### src/rtl/sdfm_input_ctl_if.sv
// Bundle of modulator pins, channel configuration and recovered-bit outputs
// for one sigma-delta input qualifier channel.
interface sdfm_input_ctl_if;
    logic       DSDIN;
    logic       SDCLK;
    logic [1:0] reg_filtmode;
    logic [3:0] reg_filtdiv;
    logic       reg_filten;
    logic       reg_faultclr;
    logic       bit_data;
    logic       bit_valid;
    logic       MCLK_OUT;
    logic       clk_fault;
    logic       dbg_locked;

    modport master (
        output DSDIN, SDCLK, reg_filtmode, reg_filtdiv, reg_filten, reg_faultclr,
        input  bit_data, bit_valid, MCLK_OUT, clk_fault, dbg_locked
    );

    modport slave (
        input  DSDIN, SDCLK, reg_filtmode, reg_filtdiv, reg_filten, reg_faultclr,
        output bit_data, bit_valid, MCLK_OUT, clk_fault, dbg_locked
    );
endinterface

### src/rtl/sdfm_input_ctl.sv
// Sigma-delta input qualifier: synchronizes DSDIN/SDCLK, recovers one bit per
// modulator bit (rising, falling, Manchester or internal clock) and flags a dead clock.
module sdfm_input_ctl #(
    parameter int TIMEOUT = 255
) (
    input  logic             SYSCLK,
    input  logic             SYSRST,
    sdfm_input_ctl_if.slave  bus
);
    // bit_valid is a one-cycle strobe with no backpressure; bit_data is
    // meaningful only in a cycle where bit_valid is 1.

    typedef enum logic {UNLOCKED = 1'b0, LOCKED = 1'b1} lock_t;

    localparam logic [15:0] TCNT_MAX = 16'(TIMEOUT);

    lock_t       lock_state;
    logic        din_s1, din_s2, din_s3;
    logic        sck_s1, sck_s2, sck_s3;
    logic [1:0]  mode_q;
    logic [6:0]  ecnt;
    logic [3:0]  dcnt;
    logic [15:0] tcnt;
    logic        bit_data_q, bit_valid_q, mclk_q, fault_q;

    logic        clr, rise, fall, dedge, qual, mid_ok;
    logic [3:0]  div_eff;
    logic [6:0]  half7, thresh, ecnt_max;

    assign clr      = SYSRST | ~bus.reg_filten | (bus.reg_filtmode != mode_q);
    assign rise     = sck_s2 & ~sck_s3;
    assign fall     = ~sck_s2 & sck_s3;
    assign dedge    = din_s2 ^ din_s3;
    // Manchester timing uses D=1 when D=0 so the threshold stays above one half-bit.
    assign div_eff  = (bus.reg_filtdiv == 4'd0) ? 4'd1 : bus.reg_filtdiv;
    assign half7    = 7'(div_eff) + 7'd1;
    assign thresh   = 7'((half7 + (half7 << 1)) >> 1);
    assign ecnt_max = half7 << 2;
    assign mid_ok   = (lock_state == UNLOCKED) || (ecnt >= thresh);

    always_comb begin
        qual = 1'b0;
        case (bus.reg_filtmode)
            2'd0:    qual = rise;
            2'd1:    qual = fall;
            2'd2:    qual = dedge;
            default: qual = 1'b0;
        endcase
    end

    always_ff @(posedge SYSCLK) begin
        if (SYSRST) begin
            {din_s1, din_s2, din_s3} <= 3'b000;
            {sck_s1, sck_s2, sck_s3} <= 3'b000;
            mode_q <= 2'd0;
        end else begin
            din_s1 <= bus.DSDIN;
            din_s2 <= din_s1;
            din_s3 <= din_s2;
            sck_s1 <= bus.SDCLK;
            sck_s2 <= sck_s1;
            sck_s3 <= sck_s2;
            mode_q <= bus.reg_filtmode;
        end
    end

    always_ff @(posedge SYSCLK) begin
        if (clr) begin
            lock_state  <= UNLOCKED;
            ecnt        <= 7'd0;
            dcnt        <= 4'd0;
            tcnt        <= 16'd0;
            bit_data_q  <= 1'b0;
            bit_valid_q <= 1'b0;
            mclk_q      <= 1'b0;
        end else begin
            bit_valid_q <= 1'b0;
            case (bus.reg_filtmode)
                2'd0: if (rise) begin
                    bit_data_q  <= din_s3;
                    bit_valid_q <= 1'b1;
                end
                2'd1: if (fall) begin
                    bit_data_q  <= din_s3;
                    bit_valid_q <= 1'b1;
                end
                2'd2: begin
                    // Edges closer than T to the last accepted one are bit boundaries.
                    if (dedge && mid_ok) begin
                        bit_data_q  <= din_s2;
                        bit_valid_q <= 1'b1;
                        ecnt        <= 7'd0;
                        lock_state  <= LOCKED;
                    end else if (ecnt >= ecnt_max) begin
                        lock_state <= UNLOCKED;
                    end else begin
                        ecnt <= ecnt + 7'd1;
                    end
                end
                default: begin
                    if (dcnt == bus.reg_filtdiv) begin
                        dcnt   <= 4'd0;
                        mclk_q <= ~mclk_q;
                        if (mclk_q) begin
                            bit_data_q  <= din_s2;
                            bit_valid_q <= 1'b1;
                        end
                    end else begin
                        dcnt <= dcnt + 4'd1;
                    end
                end
            endcase

            if (bus.reg_filtmode == 2'd3 || qual)
                tcnt <= 16'd0;
            else if (tcnt < TCNT_MAX)
                tcnt <= tcnt + 16'd1;
        end
    end

    always_ff @(posedge SYSCLK) begin
        if (SYSRST || !bus.reg_filten)
            fault_q <= 1'b0;
        else if (bus.reg_filtmode != 2'd3 && tcnt == TCNT_MAX)
            fault_q <= 1'b1;
        else if (bus.reg_faultclr)
            fault_q <= 1'b0;
    end

    assign bus.bit_data   = bit_data_q;
    assign bus.bit_valid  = bit_valid_q;
    assign bus.MCLK_OUT   = mclk_q;
    assign bus.clk_fault  = fault_q;
    assign bus.dbg_locked = (lock_state == LOCKED);
endmodule

### src/flat_wrapper.sv
// flat-port wrapper written by rule: the top's interface ports become plain ports
module sdfm_input_ctl_flat 
#(
    parameter int TIMEOUT = 255
)
  (SYSCLK, SYSRST, bus_DSDIN, bus_SDCLK, bus_reg_filtmode, bus_reg_filtdiv, bus_reg_filten, bus_reg_faultclr, bus_bit_data, bus_bit_valid, bus_MCLK_OUT, bus_clk_fault, bus_dbg_locked);
  sdfm_input_ctl_if bus_i ();
  input  logic SYSCLK;
  input  logic SYSRST;
  input wire logic [$bits(bus_i.DSDIN)-1:0] bus_DSDIN;
  input wire logic [$bits(bus_i.SDCLK)-1:0] bus_SDCLK;
  input wire logic [$bits(bus_i.reg_filtmode)-1:0] bus_reg_filtmode;
  input wire logic [$bits(bus_i.reg_filtdiv)-1:0] bus_reg_filtdiv;
  input wire logic [$bits(bus_i.reg_filten)-1:0] bus_reg_filten;
  input wire logic [$bits(bus_i.reg_faultclr)-1:0] bus_reg_faultclr;
  output wire logic [$bits(bus_i.bit_data)-1:0] bus_bit_data;
  output wire logic [$bits(bus_i.bit_valid)-1:0] bus_bit_valid;
  output wire logic [$bits(bus_i.MCLK_OUT)-1:0] bus_MCLK_OUT;
  output wire logic [$bits(bus_i.clk_fault)-1:0] bus_clk_fault;
  output wire logic [$bits(bus_i.dbg_locked)-1:0] bus_dbg_locked;
  assign bus_i.DSDIN = bus_DSDIN;
  assign bus_i.SDCLK = bus_SDCLK;
  assign bus_i.reg_filtmode = bus_reg_filtmode;
  assign bus_i.reg_filtdiv = bus_reg_filtdiv;
  assign bus_i.reg_filten = bus_reg_filten;
  assign bus_i.reg_faultclr = bus_reg_faultclr;
  assign bus_bit_data = bus_i.bit_data;
  assign bus_bit_valid = bus_i.bit_valid;
  assign bus_MCLK_OUT = bus_i.MCLK_OUT;
  assign bus_clk_fault = bus_i.clk_fault;
  assign bus_dbg_locked = bus_i.dbg_locked;
  sdfm_input_ctl #(.TIMEOUT(TIMEOUT)) u_core (.SYSCLK(SYSCLK), .SYSRST(SYSRST), .bus(bus_i));
endmodule
### config.mk
export PLATFORM = sky130hd
export DESIGN_NAME = sdfm_input_ctl_flat
export DESIGN_NICKNAME = d
export VERILOG_FILES = /design/src/rtl/sdfm_input_ctl_if.sv /design/src/rtl/sdfm_input_ctl.sv /design/src/flat_wrapper.sv
export SDC_FILE = /design/constraint.sdc
export NUM_CORES = 1
export LEC_CHECK = 0
export CAP_MARGIN = 20
export CORE_MARGIN = 1
export CORE_UTILIZATION = 40
export CTS_BUF_LIST = sky130_fd_sc_hd__clkbuf_16
export CTS_CLUSTER_DIAMETER = 40
export DETAILED_ROUTE_END_ITERATION = 8
export SLEW_MARGIN = 0
export SYNTH_ARGS = -nofsm -noshare
export SYNTH_HDL_FRONTEND = slang
export SYNTH_SLANG_ARGS = --single-unit
### constraint.sdc
create_clock -name SYSCLK -period 5.3 [get_ports SYSCLK]
set_input_delay 0.795 -clock SYSCLK [delete_from_list [all_inputs] [get_ports SYSCLK]]
set_output_delay 0.795 -clock SYSCLK [all_outputs]
set_load 0.01 [all_outputs]
=== Word level (Yosys, flattened, before mapping) ===
Index checks and enable logic that the tools add are counted.

* Bits in registers: 40
* Output and inout bits: 5
* Word-level logic and storage cells: 84

* Add/subtract/negate cells: 5
* Magnitude comparators: 3
* Equal/unequal tests: 11
* Muxes and demuxes: 21
* Bitwise operators: 11
* Reductions and logical operators: 18

{| class="wikitable"
|+ Operator list
! kind !! count
|-
| adder 16 x 1 -> 16 bit, second input constant || 1
|-
| equality test 16 x 8 -> 1 bit, second input constant || 1
|-
| less-than comparator 16 x 8 -> 1 bit, second input constant || 1
|-
| two-way mux 1 bit || 14
|-
| two-way mux 7 bit || 2
|-
| one-hot mux 1 bit (3 select lines) || 3
|-
| two-way mux 4 bit || 2
|-
| != test 2 x 1 -> 1 bit, second input constant || 4
|-
| nonzero test 4 bit || 2
|-
| adder 7 x 1 -> 7 bit, second input constant || 1
|-
| adder 7 bit || 1
|-
| >= comparator 7 x 6 -> 1 bit || 1
|-
| >= comparator 7 bit || 1
|-
| NOT 1 bit || 6
|-
| AND reduction 2 bit || 3
|-
| adder 4 x 1 -> 5 bit, second input constant || 1
|-
| AND reduction 5 bit || 1
|-
| adder 4 x 1 -> 4 bit, second input constant || 1
|-
| equality test 2 bit, second input constant || 2
|-
| equality test 4 bit || 1
|-
| zero test 4 bit || 1
|-
| nonzero test 2 bit || 2
|-
| logical OR 1 bit || 3
|-
| OR reduction 3 bit || 1
|-
| 10 further kinds || 13
|}

=== Longest topological paths before layout ===
* Depth in word-level cells: 9
* Depth in mapped cells: 16
* Depth with buffers taken out: 15

=== Worst setup path after synthesis ===
No wires, ideal clock.

* Kind: input -> register
* Start point: in bus_reg_filtdiv[1]
* End point: reg u_core.bit_data_q (netlist: u_core.bus.bit_data)
* Library setup time: 0.121 ns
* Data arrival time: 3.326 ns
* Required time: 5.179 ns
* Path slack: 1.854 ns
* Cell stages on the path: 14
* Cell sequence: buf_2 -> nand2_1 -> xor2_1 -> inv_1 -> ha_1 -> a21o_1 -> a21oi_1 -> xnor2_1 -> ha_1 -> a21oi_1 -> o211ai_1 -> a21oi_1 -> o21ai_1 -> mux2_2

* Word-level cells in the longest chain between the ends: 9
* Elaborated cells on any way between the ends: 11

{| class="wikitable"
|+ Ends and longest elaborated chain
! what !! RTL line !! source
|-
| start: declaration || flat_wrapper.sv:13 || <nowiki>input wire logic [$bits(bus_i.reg_filtdiv)-1:0] bus_reg_filtdiv;</nowiki>
|-
| zero test 4 bit || sdfm_input_ctl.sv:35 || <nowiki>assign div_eff = (bus.reg_filtdiv == 4'd0) ? 4'd1 : bus.reg_filtdiv;</nowiki>
|-
| two-way mux 4 bit || sdfm_input_ctl.sv:35 ||
|-
| adder 4 x 1 -> 5 bit || sdfm_input_ctl.sv:36 || <nowiki>assign half7 = 7'(div_eff) + 7'd1;</nowiki>
|-
| adder 7 bit || sdfm_input_ctl.sv:37 || <nowiki>assign thresh = 7'((half7 + (half7 << 1)) >> 1);</nowiki>
|-
| >= comparator 7 x 6 -> 1 bit || sdfm_input_ctl.sv:39 || <nowiki>assign mid_ok = (lock_state == UNLOCKED) || (ecnt >= thresh);</nowiki>
|-
| logical OR 1 bit || sdfm_input_ctl.sv:39 ||
|-
| logical AND 1 bit || sdfm_input_ctl.sv:89 || <nowiki>if (dedge && mid_ok) begin</nowiki>
|-
| != test 2 x 1 -> 1 bit (no source line) || - ||
|-
| AND reduction 5 bit (no source line) * || - ||
|-
| end signal: assignment || sdfm_input_ctl.sv:84 || <nowiki>bit_data_q <= din_s3;</nowiki>
|-
| end signal: assignment || sdfm_input_ctl.sv:90 || <nowiki>bit_data_q <= din_s2;</nowiki>
|-
| end signal: assignment || sdfm_input_ctl.sv:105 || <nowiki>bit_data_q <= din_s2;</nowiki>
|-
| end: declaration || sdfm_input_ctl.sv:24 || <nowiki>logic bit_data_q, bit_valid_q, mclk_q, fault_q;</nowiki>
|}

Every way passes the cells marked *; elsewhere a longest branch is shown, timed or not.
A chain may end at the register's enable or synchronous reset.

=== Final worst setup path ===
Same ends and word-level chain as after synthesis.

==> metrics.log <==
INFO  metric classification_of_the_worst_slack_hold_path = reg2reg
INFO  metric clk_root_buffer_cell = sky130_fd_sc_hd__clkbuf_16
INFO  metric clk_transition_reported_paths = ~60 ps
INFO  metric postCtsHoldBufs = 0
INFO  metric start_util = 0.428
INFO  metric num-fill-cells = 485
INFO  metric top_layer_used = met4
INFO  metric std_cell_rows = 26
INFO  metric postSynthAreaPerCell = 9.23 um2
INFO  metric dp_hpwl = approximately 2900 um
INFO  metric fp.coreArea = between 0.005 and 0.006 mm2
INFO  metric postSynthCellCount = roughly 240
INFO  metric cts_max_path_buffers = 2
INFO  metric hold_start = u_core.din_s1$_SDFF_PP0_
INFO  metric worst-path-buf-inv = 2
INFO  metric grt_pass1_wl = 6840 um
INFO  metric report.final.setup_viol = 0
INFO  metric maximum_number_of_pins_on_one_net_before_global_route_repair = 19
INFO  metric synthDominantAreaCellType = sky130_fd_sc_hd__dfxtp_1
INFO  metric die_x = 76.9 um
INFO  metric share_of_yosys_cell_area_claimed_by_the_top_area_cell_type = 0.357
INFO  metric critPathLaunchType = primary input
INFO  metric cts_tree = built
INFO  metric slew_violations = 0
INFO  metric synth_warnings = 0
INFO  metric total_leakage_power = approximately 0.95 nW
INFO  metric placed_cells = 323
INFO  metric met3_wirelength = about 120 um
INFO  metric dp_slack = 1010 ps
INFO  metric power.combinational.fraction = 0.105
INFO  metric wl = roughly 4000 um
INFO  metric clock.fmax = around 250 MHz
INFO  metric flow.area_growth_from_synthesis = 16.7%
INFO  metric critPathLaunch = bus_reg_filtdiv[1]
INFO  metric detail-route-antenna-nets = 0
INFO  metric synth.net_count = roughly 270
INFO  metric port-buffer-count = 16
INFO  metric post_drt_via_cell_ratio = slightly below 5
INFO  metric number_of_antenna_violations_at_the_first_check_in_global_routing = 0
INFO  metric seqCellArea = around 800 um2
INFO  metric die_y = roughly 77 um
INFO  metric share_of_post_route_cells_with_drive_strength_above_1 = 0.0843
INFO  metric setup_tns = 0 ps
INFO  metric finClkSkew = about 5.2 ps
INFO  metric worstMarginPinSlew = 559 ps
INFO  metric total_via_count_after_detailed_routing = between 1500 and 2000
INFO  metric h-tree-depth = 2
INFO  metric power.switching = between 0.15 and 0.2 mW
INFO  metric setup_repair_after_global_routing_missed_its_margin = false
INFO  metric cts_buffers = 5
INFO  metric first_iter_violations = between 40 and 50
INFO  metric multi_input_area = approximately 0.0014 mm2
INFO  metric synth_flop_cell = sky130_fd_sc_hd__dfxtp_1
INFO  metric cp_cell_sequence = clkdlybuf4s50_1, nand2_1, xor2_1, inv_1, ha_1, a21o_1, a21oi_1, xnor2_1, ha_1, a21oi_1, o211ai_1, a21oi_1, o21ai_1, mux2_2
INFO  metric stdcell_count = ~330
INFO  metric path_delay_family = compound AO/OA/AOI/OAI gates
INFO  metric layout_setup_ws = 1310 ps
INFO  metric swShare = 0.221
INFO  metric met2_wirelength = approximately 1600 um
INFO  metric synth_edf_count = 0
INFO  metric grt_pass1_vias = 1446
INFO  metric crit_path_max_fanout = 8
INFO  metric post_drt_wl_per_cell = between 10 and 15 um
INFO  metric overflow = 0
INFO  metric max_slew_margin = 0.624
INFO  metric gp_congestion = ~0.74
INFO  metric layout.nets = about 290
INFO  metric timing.critical_path.arrival = ~4200 ps
INFO  metric crit_path_end_kind = flop
INFO  metric cts_num_sinks = 40
INFO  metric required = ~5500 ps
INFO  metric path_common_cell = sky130_fd_sc_hd__a21oi_1
INFO  metric worstSetupPathType = in2reg
INFO  metric cts_repair_resize_count = 0
INFO  metric maxCapViolations = 0
INFO  metric p_total = slightly above 0.7 mW
INFO  metric wire_length_on_met1 = 2070 um
INFO  metric pin_count = 17
INFO  metric worst_skew_pair.late_latency = 280 ps
INFO  metric detail_route.drc_violations = 0
INFO  metric final_min_period_over_clock_period = 0.753
INFO  metric seq_power_share = 0.425
INFO  metric final_core_utilization = 0.500
INFO  metric critical_path.slowest_cell = sky130_fd_sc_hd__clkdlybuf4s50_1
INFO  metric drt-pass1-iter-count = 4
INFO  metric synth.lib_cells_used.distinct = 43
INFO  metric post-route-min-period = ~4000 ps
INFO  metric synth_area_leaders = sky130_fd_sc_hd__dfxtp_1 (36%), sky130_fd_sc_hd__ha_1 (10%), sky130_fd_sc_hd__xnor2_1 (6.6%)
INFO  metric regToRegStartpoint = u_core.ecnt[4]$_SDFFE_PP0P_
INFO  metric final_hold_violation_count = 0
INFO  metric powerDensity = 275 mW/mm2
INFO  metric globalRouteTotalUtil = 0.148
INFO  metric largest_incremental_delay_on_the_critical_path = between 600 and 700 ps
INFO  metric p_clk_frac = 0.469
INFO  metric postCtsSetupRepairBufs = 0
INFO  metric ys_seq_elements = 40
INFO  metric synth_area = between 0.002 and 0.0025 mm2
INFO  metric synth-async-reset-ratio = 0
INFO  metric status = completed
INFO  metric peak_supply_drop = around 0.00022 V
INFO  metric die_area = 0.00591 mm2
INFO  metric p_int = about 0.56 mW
INFO  metric synth-seq-area-share = 0.357
INFO  metric antenna_cells = 0
## kinds of logic after synthesis
family	share of synthesized area
buffers and inverters	0.0402
AND/OR/NAND/NOR	0.272
AO/OA/AOI/OAI	0.0982
multiplexers	0.00948
flip-flops	0.357
XOR/XNOR	0.114
adder cells (fa/ha/maj)	0.109
## power groups by stage
| stage | combinational, mW | sequential (mW) | clock, mW |
|---|---|---|---|
| 6_report | 0.0759 | 0.306 | 0.338 |
| 5_1_grt | 0.0868 | 0.307 | 0.356 |
| 4_1_cts | 0.0773 | 0.306 | 0.344 |
| 3_5_place_dp | 0.0767 | 0.313 | 0 |
| 3_3_place_gp | 0.0760 | 0.313 | 0 |
| 2_1_floorplan | 0.0582 | 0.313 | 0 |
## Yosys cell counts (all sizes together) (2+ instances only)
| library cell | n |
|---|---|
| ha | 18 |
| nor4b | 2 |
| o211ai | 6 |
| inv | 13 |
| a21oi | 16 |
| dfxtp | 40 |
| and2 | 10 |
| nor4 | 3 |
| or2 | 2 |
| nand4 | 8 |
| nor3 | 15 |
| nor3b | 3 |
| or3 | 3 |
| xor2 | 6 |
| xnor2 | 19 |
| buf | 5 |
| nor2b | 9 |
| nand3 | 9 |
| nand2b | 4 |
| a211oi | 2 |
| nand2 | 12 |
| nor2 | 18 |
| o21ai | 8 |
## layer usage
layer  GRT usage  up-vias
met5           0        -
met4      0.0692        0
met3      0.0381        7
met2       0.212       19
met1       0.204      732
li1            -      884
## registers in the layout (all words and copies together), names as in the netlist
| signal | count |
|---|---|
| u_core.din_s3 | 1 |
| u_core.bus.MCLK_OUT | 1 |
| u_core.dcnt | 4 |
| u_core.din_s2 | 1 |
| u_core.bus.bit_valid | 1 |
| u_core.bus.dbg_locked | 1 |
| u_core.ecnt | 7 |
| u_core.din_s1 | 1 |
| u_core.sck_s2 | 1 |
| u_core.bus.bit_data | 1 |
| u_core.bus.clk_fault | 1 |
| u_core.sck_s1 | 1 |
| u_core.mode_q | 2 |
| u_core.tcnt | 16 |
| u_core.sck_s3 | 1 |
## worst paths after layout
path                                                         end  slack (ps)  cells after the start
worst max-delay path            u_core.bus.bit_data$_SDFFE_PP0P_        1310                     14
worst min-delay path                    u_core.din_s2$_SDFF_PP0_         440                      1
worst max register to register       u_core.ecnt[5]$_SDFFE_PP0P_        3330                      6
worst min register to register          u_core.din_s2$_SDFF_PP0_         440                      1
## final cells by class
| class | count | area share |
|---|---|---|
| multi-input cells | 184 | 0.517 |
| clock buffers | 5 | 0.0478 |
| repair buffers | 16 | 0.0612 |
| inverters | 13 | 0.0186 |
| clock inverters | 3 | 0.0163 |
| well taps | 70 | 0.0335 |
| flip-flops and latches | 40 | 0.306 |
## through the flow
stage / hold slack, ps / area (um2)
floorplan: 414 / 2240
global placement: 419 / 2450
detailed placement: 430 / 2450
CTS: 444 / 2620
global route: 469 / 2620
finish: 442 / 2620
## cell usage in the layout (no fill, tap or decap), types with 2 or more instances in the layout
cell type	netlist	layout
sky130_fd_sc_hd__o21ai_0	6	6
sky130_fd_sc_hd__inv_1	13	13
sky130_fd_sc_hd__nor4b_2	2	2
sky130_fd_sc_hd__clkdlybuf4s50_1	0	16
sky130_fd_sc_hd__and2_1	9	9
sky130_fd_sc_hd__ha_1	18	18
sky130_fd_sc_hd__dfxtp_1	40	40
sky130_fd_sc_hd__nor2_1	18	18
sky130_fd_sc_hd__xnor2_1	17	17
sky130_fd_sc_hd__nand3_1	9	9
sky130_fd_sc_hd__nor3b_1	3	3
sky130_fd_sc_hd__xor2_1	6	6
sky130_fd_sc_hd__nand2b_1	4	4
sky130_fd_sc_hd__o211ai_1	6	6
sky130_fd_sc_hd__o21ai_1	2	2
sky130_fd_sc_hd__nand2_1	12	12
sky130_fd_sc_hd__nor2b_1	9	9
sky130_fd_sc_hd__nand4_1	8	8
sky130_fd_sc_hd__or3_1	2	2
sky130_fd_sc_hd__xnor2_4	2	2
sky130_fd_sc_hd__nor4_2	3	3
sky130_fd_sc_hd__nor3_1	15	15
sky130_fd_sc_hd__or2_2	2	2
sky130_fd_sc_hd__clkbuf_16	0	5
sky130_fd_sc_hd__a21oi_1	15	15
Power figures use the tool's default switching activity.
